==> src/rtl/multi_ch_blinker.sv <==
// multi_ch_blinker: NUM_CH independent programmable square-wave outputs with valid/ready config, per-channel enable, global sync; optional tick outputs under BLINKER_TICK_EN
module multi_ch_blinker #(
  parameter int NUM_CH = 4,
  parameter int CNT_W = 24,
  parameter int DEFAULT_HALF = 4194304,
  localparam int CH_W = (NUM_CH > 1) ? $clog2(NUM_CH) : 1
) (
  input  logic              clk,
  input  logic              rst,
  input  logic              cfg_valid,
  output logic              cfg_ready,
  input  logic [CH_W-1:0]   cfg_ch,
  input  logic [CNT_W-1:0]  cfg_half,
  output logic              cfg_err,
  input  logic [NUM_CH-1:0] ch_en,
  input  logic              sync,
  output logic [NUM_CH-1:0] blink_out
`ifdef BLINKER_TICK_EN
  ,
  output logic [NUM_CH-1:0] tick
`endif
);
  typedef enum logic {IDLE, APPLY} state_t;
  state_t state_q;
  logic [CH_W-1:0] cap_ch_q;
  logic [CNT_W-1:0] cap_half_q;
  logic [CNT_W-1:0] half_q [NUM_CH];
  logic [CNT_W-1:0] cnt_q [NUM_CH];
  logic [CNT_W-1:0] cnt_d [NUM_CH];
  logic [NUM_CH-1:0] out_q, out_d, tgl_d, hit, last;
  logic err_q, ch_ok;
  assign ch_ok = 32'(cap_ch_q) < NUM_CH;
  assign cfg_ready = !rst && state_q == IDLE;
  assign cfg_err = err_q;
  assign blink_out = out_q;
  always_comb begin
    for (int i = 0; i < NUM_CH; i++) begin
      hit[i] = state_q == APPLY && cap_ch_q == CH_W'(i);
      last[i] = half_q[i] == '0 || cnt_q[i] == half_q[i] - 1'b1;
      cnt_d[i] = (sync || hit[i]) ? '0 : !ch_en[i] ? cnt_q[i] : last[i] ? '0 : cnt_q[i] + 1'b1;
      tgl_d[i] = !sync && !hit[i] && ch_en[i] && last[i];
      out_d[i] = sync ? 1'b0 : out_q[i] ^ tgl_d[i];
    end
  end
  always_ff @(posedge clk) begin
    if (rst) begin
      state_q <= IDLE;
      err_q <= 1'b0;
      out_q <= '0;
      cap_ch_q <= '0;
      cap_half_q <= '0;
      for (int i = 0; i < NUM_CH; i++) begin
        cnt_q[i] <= '0;
        half_q[i] <= CNT_W'(DEFAULT_HALF);
      end
    end else begin
      out_q <= out_d;
      for (int i = 0; i < NUM_CH; i++) cnt_q[i] <= cnt_d[i];
      if (state_q == APPLY) begin
        state_q <= IDLE;
        if (ch_ok) half_q[cap_ch_q] <= cap_half_q;
        else err_q <= 1'b1;
      end else if (cfg_valid) begin
        state_q <= APPLY;
        cap_ch_q <= cfg_ch;
        cap_half_q <= cfg_half;
      end
    end
  end
`ifdef BLINKER_TICK_EN
  logic [NUM_CH-1:0] tick_q;
  assign tick = tick_q;
  always_ff @(posedge clk) tick_q <= rst ? '0 : tgl_d;
`endif
endmodule

==> config.mk <==
export PLATFORM = sky130hd
export DESIGN_NAME = multi_ch_blinker
export DESIGN_NICKNAME = d
export VERILOG_FILES = /design/src/rtl/multi_ch_blinker.sv
export SDC_FILE = /design/constraint.sdc
export NUM_CORES = 1
export LEC_CHECK = 0
export CAP_MARGIN = 0
export CELL_PAD_IN_SITES_DETAIL_PLACEMENT = 0
export CELL_PAD_IN_SITES_GLOBAL_PLACEMENT = 1
export CORE_MARGIN = 5
export CORE_UTILIZATION = 43
export DETAILED_ROUTE_END_ITERATION = 10
export GPL_ROUTABILITY_DRIVEN = 1
export PLACE_DENSITY = 0.82
export SLEW_MARGIN = 20
export SYNTH_ARGS = -nofsm -noshare
export SYNTH_HDL_FRONTEND = slang
export SYNTH_SLANG_ARGS = --single-unit
==> constraint.sdc <==
create_clock -name clk -period 3.1 [get_ports clk]
set_input_delay 0.62 -clock clk [delete_from_list [all_inputs] [get_ports clk]]
set_output_delay 0.62 -clock clk [all_outputs]
set_load 0.1 [all_outputs]
==> flow_summary.ini <==
[timing]
tightest_slew_ns = 0.9283
fin_crit_sh_pct = 97.15
max_clock_freq_ghz = 0.3320
fin_worst_skew_ns = 0.01148
setup_viol = 0
relSlewSlack_pct = 37.97
drv_slew = 0
rsz0062_at_grt = yes
post-route-min-period_ns = 3.012
hold_viol_final = 0

[power]
cellLeakagePower_nw = 5.354
peakVddDrop_v = 0.0003969
p_per_area_mw_per_mm2 = 476.6

[clock_tree]
clock-sinks = 223
clk_pin_slew_worst_paths_ns = 0.06
root_buffer = clkbuf_16
cts_buffer_depth = 3
numCtsBuffers = 25
clock_latency_ns = 0.54
cts_htree_levels = 1
tritoncts = built

[cells_and_area]
final_layout_size_suffix_gt1_share_pct = 14.13
multi_input_area_mm2 = 0.006579
final_common_cell = nor2_1
final_cell_mix = nor2_1, nand2_1, dfxtp_1
final_core_util_pct = 51.76
layout.cells.non_filler = 1899
fin_nets = 1538
final_cell_area_mm2 = 0.01478
diodes = 0
syn_to_final_growth_pct = 19.55
fillers = 2720
regArea_mm2 = 0.005425

[synthesis]
ys.flop_type = dfxtp_1
synthArstFlopShare_pct = 0
yosysUniqueCellTypes = 83
syn_area_mm2 = 0.01236
synth-edff-count = 96
ys_seq_area_share_pct = 43.90
ys_ff_latch = 223
synth_area_per_cell_um2 = 8.911
syn_inst = 1387
syn_nets = 1429
synth_warnings = 0

[detailed_routing]
drc = 0
drt-vias-per-instance = 5.391
num_vias = 10240
drt-total-wl_mm = 31.50
dr.first_iter.drc_count = 648
dr.pass1.iters = 5
ant_nets = 0
wire_per_inst_um = 16.59

[global_routing]
grt_usage_pct = 18.54
grt_pass1_wl_mm = 50.03
grt_overflow = 0
grt_pass1_vias = 9572
antenna_found_initial = 0
grt_max_degree = 28

[worst_setup_path]
crit_path_top_delay_cell = or4_4
cpPeakStageDelay_ns = 0.56
crit_type = flip-flop to flip-flop
cp.arrival_ns = 3.42
cp-start-kind = flip-flop
critical_path.endpoint_type = flip-flop
crit_required_ns = 3.51
worstPathCellList = or4_4, buf_6, or3_4, a2111o_1, a211oi_2, o2111ai_2, nor4_4, o21a_4, buf_4, nor4_1
cp_max_fo = 4

[die]
ios = 40
num_rows = 62
die_area_mm2 = 0.03223
core_area_mm2 = 0.02855
die_w_um = 179.5
dieHeight_um = 179.5
start_util_pct = 43.29

[placed_design]
portBuffers = 38
dp.final_hpwl_mm = 22.92
dp_cells = 1839
place_area_mm2 = 0.01363
gp_congestion = 0.9372

[worst_hold_path]
hp-class = flip-flop to flip-flop

[outcome]
status = finished, final reports clean

[job]
drv_cap = 0
[critical path: cells and delay by family (launching register included)]
kind / cells / cell delay [ns]
and+or+nand+nor: 4 / 1.19
AOI/OAI and AO/OA: 4 / 1.02
DFF: 1 / 0.38
buffers and inverters: 2 / 0.30
[final cells by class]
cell class,instances,area share [%]
Clock buffer,34,4.878
Clock inverter,12,1.262
Inverter,57,1.448
Tap cell,384,3.252
Multi-Input combinational cell,1054,44.53
Sequential cell,223,36.72
Timing Repair Buffer,135,7.918
[worst paths after layout]
path | cells past startpoint | start | end | slack [ns]
max | 10 | half_q[1][4] | cnt_q[1][2] | 0.09
min | 2 | cap_half_q[19] | cap_half_q[19] | 0.45
max reg2reg | 10 | half_q[1][4] | cnt_q[1][2] | 0.09
min reg2reg | 2 | cap_half_q[19] | cap_half_q[19] | 0.45
[registers in the layout (all words and copies together) (netlist names)]
name / count
blink_out: 4
cnt_q: 96
half_q: 96
cap_ch_q: 2
cap_half_q: 24
state_q: 1
[repair_timing]
action / CTS / global route
cloned: 1 / 0
endpoints found under the setup margin: 30 / 70
resized for setup: 7 / 18
setup buffers: 3 / 11
hold buffers: 0 / 0
pin swaps: 7 / 15
[cells in the mapped netlist (all sizes together), types with 31 or more instances]
| cell type | count | area, um2 |
|---|---|---|
| a21oi | 49 | 245.2 |
| clkbuf | 41 | 155.1 |
| dfxtp | 127 | 2542 |
| edfxtp | 96 | 2883 |
| inv | 57 | 214.0 |
| nand2 | 150 | 565.6 |
| nand3 | 53 | 265.3 |
| nand4 | 31 | 193.9 |
| nor2 | 211 | 792.0 |
| nor3 | 82 | 520.5 |
| xnor2 | 102 | 893.4 |
| xor2 | 93 | 814.5 |
[through the flow]
step	total power [mW]	setup WS, ns	TNS [ns]	hold slack, ns
floorplan	3.640	0.01607	0	0.4366
global placement	3.855	-0.03765	-0.3628	0.4422
detailed placement	3.866	-0.1265	-0.7296	0.4465
CTS	7.098	0.01126	0	0.4544
global route	7.312	-0.06499	-0.2783	0.4695
finish	7.042	0.08823	0	0.4540
[logic make-up (layout without fill, tap and decap cells)]
logic type	Yosys count	in the layout	share of synthesized area, %
xor+xnor	195	195	13.82
fa+ha+maj	8	8	0.8099
flops	223	223	43.90
simple gates	689	689	28.64
other cells	1	1	0.03034
buf+inv	110	238	3.796
compound gates	153	153	8.352
mux	8	8	0.6580
[routing by layer]
| layer | part of all wire [%] | global-route usage (%) |
|---|---|---|
| met1 | 46 | 26.32 |
| met4 | 2.6 | 5.303 |
| met2 | 46 | 29.91 |
| met5 | 0 | 0 |
| met3 | 5.5 | 2.344 |
[report_power, final]
group | internal [mW] | switching, mW | total, mW
Combinational | 0.262 | 0.353 | 0.614
Clock | 1.98 | 1.24 | 3.21
Sequential | 3.14 | 0.0742 | 3.22
Total | 5.38 | 1.66 | 7.04
Note: power is estimated with default switching activity, not from simulation.
